### src/rtl/p2_master_if.sv
// P2 bus signal bundle between the CPU-side initiator (master) and the
// memory/IO slaves. wait_n is the wired-OR stretch request from all slaves.
interface p2_master_if;
    logic [22:0] addr;
    logic        ras_n;
    logic        cas_n;
    logic        go_n;
    logic        rw_n;
    logic        wel_n;
    logic        weu_n;
    logic        wait_n;
    logic [15:0] datao;
    logic [15:0] datai;

    modport master (
        output addr, ras_n, cas_n, go_n, rw_n, wel_n, weu_n, datao,
        input  wait_n, datai
    );

    modport slave (
        input  addr, ras_n, cas_n, go_n, rw_n, wel_n, weu_n, datao,
        output wait_n, datai
    );
endinterface

### src/rtl/p2_master.sv
// CPU-side initiator for the P2 bus. Takes one request from the CPU and runs
// one bus cycle (ADDR -> STROBE -> DONE -> RECOVER). The cycle is stretched
// while a slave pulls wait_n low. A cycle that is still waiting after TIMEOUT
// strobe cycles is aborted with cpu_err. All outputs come straight from flops.
module p2_master #(
    parameter int ADDR_SETUP = 1,
    parameter int MIN_STROBE = 2,
    parameter int RECOVERY   = 1,
    parameter int TIMEOUT    = 255,
    parameter int TO_W       = 8
) (
    input  logic        clk,
    input  logic        reset_n,
    input  logic        cpu_req_i,
    input  logic [22:0] cpu_addr_i,
    input  logic        cpu_rw_n_i,
    input  logic [1:0]  cpu_be_i,
    input  logic [15:0] cpu_wdata_i,
    output logic [15:0] cpu_rdata_o,
    output logic        cpu_ack_o,
    output logic        cpu_err_o,
    p2_master_if.master bus
);

    typedef enum logic [2:0] {
        ST_IDLE    = 3'd0,
        ST_ADDR    = 3'd1,
        ST_STROBE  = 3'd2,
        ST_DONE    = 3'd3,
        ST_RECOVER = 3'd4
    } state_t;

    // Terminal counts for the shared phase counter.
    localparam logic [TO_W-1:0] CNT_ONE    = TO_W'(1);
    localparam logic [TO_W-1:0] SETUP_LAST = TO_W'(ADDR_SETUP - 1);
    localparam logic [TO_W-1:0] MIN_LAST   = TO_W'(MIN_STROBE - 1);
    localparam logic [TO_W-1:0] TO_LAST    = TO_W'(TIMEOUT - 1);
    localparam logic [TO_W-1:0] TO_SAT     = TO_W'(TIMEOUT);
    localparam logic [TO_W-1:0] REC_LAST   = TO_W'((RECOVERY > 0) ? (RECOVERY - 1) : 0);

    // Strobe vector order: {ras_n, cas_n, go_n, rw_n, wel_n, weu_n}.
    localparam logic [5:0] STRB_IDLE = 6'b111111;

    state_t          state_q;
    logic [TO_W-1:0] cnt_q;
    logic [22:0]     addr_q;
    logic [15:0]     datao_q;
    logic            rw_q;
    logic [1:0]      be_q;
    logic [5:0]      strb_q;
    logic [15:0]     rdata_q;
    logic            ack_q;
    logic            err_q;
    logic            accept_s;

    // A new request is taken in IDLE, or on the edge that ends recovery so
    // back-to-back requests see exactly RECOVERY idle cycles after DONE.
    always_comb begin
        accept_s = 1'b0;
        if (state_q == ST_IDLE) begin
            accept_s = cpu_req_i;
        end else if ((state_q == ST_RECOVER) && (cnt_q == REC_LAST)) begin
            accept_s = cpu_req_i;
        end else begin
            accept_s = 1'b0;
        end
    end

    // Bus-cycle sequencer: state, phase counter, latched request and all outputs.
    always_ff @(posedge clk) begin
        if (!reset_n) begin
            state_q <= ST_IDLE;
            cnt_q   <= '0;
            addr_q  <= 23'd0;
            datao_q <= 16'd0;
            rw_q    <= 1'b1;
            be_q    <= 2'b00;
            strb_q  <= STRB_IDLE;
            rdata_q <= 16'd0;
            ack_q   <= 1'b0;
            err_q   <= 1'b0;
        end else begin
            // Completion flags are single-cycle pulses.
            ack_q <= 1'b0;
            err_q <= 1'b0;

            case (state_q)
                ST_IDLE: begin
                    cnt_q <= '0;
                end

                ST_ADDR: begin
                    if (cnt_q == SETUP_LAST) begin
                        state_q <= ST_STROBE;
                        cnt_q   <= '0;
                        strb_q  <= {1'b0, 1'b0, 1'b0, rw_q,
                                    rw_q | ~be_q[0], rw_q | ~be_q[1]};
                    end else begin
                        cnt_q <= cnt_q + CNT_ONE;
                    end
                end

                ST_STROBE: begin
                    if ((cnt_q >= MIN_LAST) && bus.wait_n) begin
                        // Slaves released: finish, capture read data.
                        state_q <= ST_DONE;
                        strb_q  <= STRB_IDLE;
                        ack_q   <= 1'b1;
                        if (rw_q) begin
                            rdata_q <= bus.datai;
                        end else begin
                            rdata_q <= rdata_q;
                        end
                    end else if ((cnt_q == TO_LAST) && !bus.wait_n) begin
                        // Slave never released: abort with error.
                        state_q <= ST_DONE;
                        strb_q  <= STRB_IDLE;
                        err_q   <= 1'b1;
                        rdata_q <= 16'hFFFF;
                    end else if (cnt_q == TO_SAT) begin
                        cnt_q <= cnt_q;
                    end else begin
                        cnt_q <= cnt_q + CNT_ONE;
                    end
                end

                ST_DONE: begin
                    cnt_q  <= '0;
                    strb_q <= STRB_IDLE;
                    if (RECOVERY > 0) begin
                        state_q <= ST_RECOVER;
                    end else begin
                        state_q <= ST_IDLE;
                    end
                end

                ST_RECOVER: begin
                    if (cnt_q == REC_LAST) begin
                        state_q <= ST_IDLE;
                        cnt_q   <= '0;
                    end else begin
                        cnt_q <= cnt_q + CNT_ONE;
                    end
                end

                default: begin
                    state_q <= ST_IDLE;
                    cnt_q   <= '0;
                    strb_q  <= STRB_IDLE;
                end
            endcase

            // Taking a request overrides the IDLE/RECOVER bookkeeping above.
            if (accept_s) begin
                state_q <= ST_ADDR;
                cnt_q   <= '0;
                addr_q  <= cpu_addr_i;
                datao_q <= cpu_wdata_i;
                rw_q    <= cpu_rw_n_i;
                be_q    <= cpu_be_i;
                strb_q  <= {1'b0, 1'b1, 1'b1, cpu_rw_n_i, 1'b1, 1'b1};
            end
        end
    end

    assign bus.addr     = addr_q;
    assign bus.datao    = datao_q;
    assign bus.ras_n    = strb_q[5];
    assign bus.cas_n    = strb_q[4];
    assign bus.go_n     = strb_q[3];
    assign bus.rw_n     = strb_q[2];
    assign bus.wel_n    = strb_q[1];
    assign bus.weu_n    = strb_q[0];
    assign cpu_rdata_o  = rdata_q;
    assign cpu_ack_o    = ack_q;
    assign cpu_err_o    = err_q;

endmodule

### src/flat_wrapper.sv
// flat-port wrapper written by rule: the top's interface ports become plain ports
module p2_master_flat 
#(
    parameter int ADDR_SETUP = 1,
    parameter int MIN_STROBE = 2,
    parameter int RECOVERY   = 1,
    parameter int TIMEOUT    = 255,
    parameter int TO_W       = 8
)
  (clk, reset_n, cpu_req_i, cpu_addr_i, cpu_rw_n_i, cpu_be_i, cpu_wdata_i, cpu_rdata_o, cpu_ack_o, cpu_err_o, bus_addr, bus_ras_n, bus_cas_n, bus_go_n, bus_rw_n, bus_wel_n, bus_weu_n, bus_datao, bus_wait_n, bus_datai);
  p2_master_if bus_i ();
  input  logic clk;
  input  logic reset_n;
  input  logic cpu_req_i;
  input  logic [22:0] cpu_addr_i;
  input  logic cpu_rw_n_i;
  input  logic [1:0] cpu_be_i;
  input  logic [15:0] cpu_wdata_i;
  output logic [15:0] cpu_rdata_o;
  output logic cpu_ack_o;
  output logic cpu_err_o;
  output wire logic [$bits(bus_i.addr)-1:0] bus_addr;
  output wire logic [$bits(bus_i.ras_n)-1:0] bus_ras_n;
  output wire logic [$bits(bus_i.cas_n)-1:0] bus_cas_n;
  output wire logic [$bits(bus_i.go_n)-1:0] bus_go_n;
  output wire logic [$bits(bus_i.rw_n)-1:0] bus_rw_n;
  output wire logic [$bits(bus_i.wel_n)-1:0] bus_wel_n;
  output wire logic [$bits(bus_i.weu_n)-1:0] bus_weu_n;
  output wire logic [$bits(bus_i.datao)-1:0] bus_datao;
  input wire logic [$bits(bus_i.wait_n)-1:0] bus_wait_n;
  input wire logic [$bits(bus_i.datai)-1:0] bus_datai;
  assign bus_addr = bus_i.addr;
  assign bus_ras_n = bus_i.ras_n;
  assign bus_cas_n = bus_i.cas_n;
  assign bus_go_n = bus_i.go_n;
  assign bus_rw_n = bus_i.rw_n;
  assign bus_wel_n = bus_i.wel_n;
  assign bus_weu_n = bus_i.weu_n;
  assign bus_datao = bus_i.datao;
  assign bus_i.wait_n = bus_wait_n;
  assign bus_i.datai = bus_datai;
  p2_master #(.ADDR_SETUP(ADDR_SETUP), .MIN_STROBE(MIN_STROBE), .RECOVERY(RECOVERY), .TIMEOUT(TIMEOUT), .TO_W(TO_W)) u_core (.clk(clk), .reset_n(reset_n), .cpu_req_i(cpu_req_i), .cpu_addr_i(cpu_addr_i), .cpu_rw_n_i(cpu_rw_n_i), .cpu_be_i(cpu_be_i), .cpu_wdata_i(cpu_wdata_i), .cpu_rdata_o(cpu_rdata_o), .cpu_ack_o(cpu_ack_o), .cpu_err_o(cpu_err_o), .bus(bus_i));
endmodule
### config.mk
export PLATFORM = sky130hd
export DESIGN_NAME = p2_master_flat
export DESIGN_NICKNAME = d
export VERILOG_FILES = /design/src/rtl/p2_master_if.sv /design/src/rtl/p2_master.sv /design/src/flat_wrapper.sv
export SDC_FILE = /design/constraint.sdc
export NUM_CORES = 1
export LEC_CHECK = 0
export BUFFER_PORTS_ARGS = -buffer_cell sky130_fd_sc_hd__buf_2
export CAP_MARGIN = 20
export CORE_MARGIN = 1.5
export CORE_UTILIZATION = 35
export CTS_CLUSTER_DIAMETER = 100
export DETAILED_ROUTE_END_ITERATION = 6
export GPL_TIMING_DRIVEN = 0
export HOLD_SLACK_MARGIN = 0.12
export PLACE_DENSITY = 0.71
export SYNTH_ARGS = -nofsm -noshare
export SYNTH_HDL_FRONTEND = slang
export SYNTH_SLANG_ARGS = --single-unit
### constraint.sdc
create_clock -name clk -period 3.5 [get_ports clk]
set_clock_uncertainty 0.1 [all_clocks]
set_input_delay 0.175 -clock clk [delete_from_list [all_inputs] [get_ports clk]]
set_output_delay 0.175 -clock clk [all_outputs]
set_load 0.05 [all_outputs]
==> flow_summary.yaml <==
logic_synthesis:
  synth_top_area_cell: "dfxtp_1"
  synth_area_leaders: "dfxtp_1 (49%), nand2_1 (12%), a21oi_1 (8.5%)"
  yosysMostFrequentCell: "nand2_1"
  yosys_register_bits: 76
  yosys.area_share.xor_xnor_pct: 1.42
  syn_nets: 423
  yosysSeqAreaShare_pct: 49.5
  synth_top_family_by_area: "compound AO/OA/AOI/OAI gates"
  synth_enable_flop_cells: 0
  synth_compound_area_share_pct: 21.4
  yosysWarnings: 0
  async_flop_share_pct: 0
  synth.top_cell.area_share_pct: 49.5
  ys_top_cells_by_count: "nand2_1 (95), dfxtp_1 (76), a21oi_1 (52)"
  synthFlopType: "dfxtp_1"
  syn_inst: 356
  synthMuxAreaShare_pct: 0.325
  syn-mean-instance-area_sq_um: 8.64
  synthAdderAreaFrac_pct: 2.03
  synth_cell_types: 49
  synth.cell_area_sq_um: 3080
  yosys.area_share.simple_pct: 20.9
timing:
  finalSetupViolations: 0
  min_period_ns: 2.41
  finalHoldViolCount: 0
  setup_tns_ns: 0
  worst_slew_pin_slew_ns: 0.612
  timing.final.crit_share_pct: 68.9
  whs_ns: 0.150
  rsz0062_at_grt: "false"
  fmax_ghz: 0.414
  slew-limit-headroom_pct: 58.8
  slew_violations: 0
  fin_ws_ns: 1.09
grt:
  grt_pass1_wl_mm: 14.8
  antenna_found_initial: 0
  track_usage_pct: 19.3
  grt_max_degree: 15
  grt_pass1_vias: 3177
  overflow: 0
setup_path:
  worstSetupStartpoint: "u_core.cnt_q[0]"
  worst-path-max-fanout: 10
  critical_path_class: "reg2reg"
  start_kind: "register"
  cp-endpoint: "u_core.bus.addr[22]"
  cp.required_ns: 3.67
  end_kind: "register"
  cp.arrival_ns: 2.58
  r2r-end: "u_core.bus.addr[22]"
  reg2reg_depth: 9
  reg2reg_slack_ns: 1.09
  r2r_start: "u_core.cnt_q[0]"
layout:
  final_util_pct: 53.6
  syn2layout_area_growth_pct: 50.5
  nFillCells: 757
  nNetsFinal: 615
  drive_gt1_share_pct: 28.8
  diodes: 0
cts:
  cts_buffers: 9
  cts_max_level: 3
  clkTransAtPathRegs_ns: 0.08
  cts.path.max_buffers: 2
  insertion_delay_ns: 0.34
  cts_num_sinks: 76
  root_buffer: "clkbuf_8"
  postCtsSetupBuffers: 0
  cts_tree: "yes"
die:
  chipHeight_microns: 96.8
  rows: 34
  core_sq_um: 8640
  die_x_microns: 96.8
  die_area_sq_um: 9360
  initial_utilization_pct: 35.6
  io_pins: 125
detailed_routing:
  drc: 0
  wirelength_mm: 9.19
  routedWlPerCell_microns: 13.9
  dr.pass1.iters: 5
  ant_nets: 0
  via_per_inst: 5.01
  num_vias: 3311
  drt_iter0_markers: 152
pwr:
  p_per_area_nw_per_um2: 551
  vdd_drop_max_mv: 0.374
  leakage_nw: 2.05
  power_w: 0.00255
run_status:
  status: "complete, no violations"
place:
  place_ws_ns: 1.13
  dpl.hpwl_mm: 5.71
  gp_congestion: 0.871
  portBuffers: 123
hold_path:
  holdPathStages: 3
  hp-class: "in2reg"
run:
  max_cap_violations: 0
-- cell families (layout without fill, tap and decap cells) --
logic type / count (synthesis) / after routing
AND/OR/NAND/NOR: 143 / 143
XOR/XNOR: 5 / 5
flip-flops: 76 / 76
multiplexers: 1 / 1
AO/OA/AOI/OAI: 96 / 96
buffers and inverters: 30 / 227
adder cells (fa/ha/maj): 5 / 5
-- flip-flops by register name, summed over array words and instances (netlist names), 2 cells and up --
register,flops
u_core.state_q,3
u_core.strb_q,5
u_core.cpu_rdata_o,16
u_core.be_q,2
u_core.bus.datao,16
u_core.bus.addr,23
u_core.cnt_q,8
-- critical path: stages, from the launching register on --
cell      delay, ns
dfxtp_1        0.42
inv_1          0.11
ha_1           0.22
nor3b_1        0.16
a21oi_1        0.29
or2_1          0.14
buf_2          0.18
clkbuf_1       0.41
nand2_1        0.12
a21oi_1        0.17
-- repair_timing --
action / 4_1_cts / 5_1_grt
hold buffers: 58 / 0
endpoints found under the hold margin: 59 / 0
resized for setup: 0 / 0
-- stage by stage --
step | instance area, sq um | std cells
final | 4630 | 661
after global routing | 4630 | 661
after CTS | 4630 | 661
after detailed placement | 3830 | 587
after global placement | 3830 | 587
after floorplan | 3080 | 356
-- how the worst min path moves through the flow --
stage,start,to
3_3_place_gp,cpu_addr_i[2],u_core.bus.addr[2]
5_1_grt,bus_wait_n,u_core.cpu_ack_o
3_5_place_dp,cpu_addr_i[22],u_core.bus.addr[22]
4_1_cts,bus_wait_n,u_core.cpu_ack_o
6_report,bus_wait_n,u_core.cpu_ack_o
2_1_floorplan,cpu_be_i[0],u_core.be_q[0]
-- cell usage in the layout (no fill, tap or decap), types with 2 or more instances in the layout --
cell / count
buf_2: 130
nand2_1: 95
dfxtp_1: 76
dlygate4sd3_1: 58
a21oi_1: 52
o221a_1: 15
clkbuf_1: 13
nor2_1: 11
clkbuf_8: 9
nand3_1: 6
inv_1: 5
and2_1: 5
nand4_1: 5
nor3_1: 5
ha_1: 5
nor4_1: 4
o21ai_1: 4
buf_4: 3
o211ai_1: 3
o21ai_0: 3
xor2_1: 3
o21bai_1: 3
xnor2_1: 2
o31ai_1: 2
and3_1: 2
a21o_1: 2
clkinv_4: 2
bufinv_16: 2
-- metal layers --
layer | vias to the layer above | GRT usage, % | routed length, microns
met5 | - | 0 | 0
met2 | 151 | 34.7 | 4510
met1 | 1505 | 21.8 | 3810
met4 | 0 | 7.80 | 258
li1 | 1631 | - | -
met3 | 24 | 4.77 | 616
-- area by class of cell --
class,count,area (sq um),area share (%)
clock buffers,9,124,2.67
clock inverters,7,98.8,2.13
flip-flops and latches,76,1520,32.9
multi-input cells,250,1420,30.6
well taps,108,135,2.92
inverters,6,22.5,0.486
plain buffers,24,118,2.54
repair buffers,181,1200,25.8
-- power by group --
part	internal [W]	total (W)	switching, W
Clock	0.000405	0.000742	0.000337
Combinational	0.000248	0.000813	0.000565
Sequential	0.000949	0.000999	0.0000501
No activity file was read; power rests on OpenSTA's default activity.
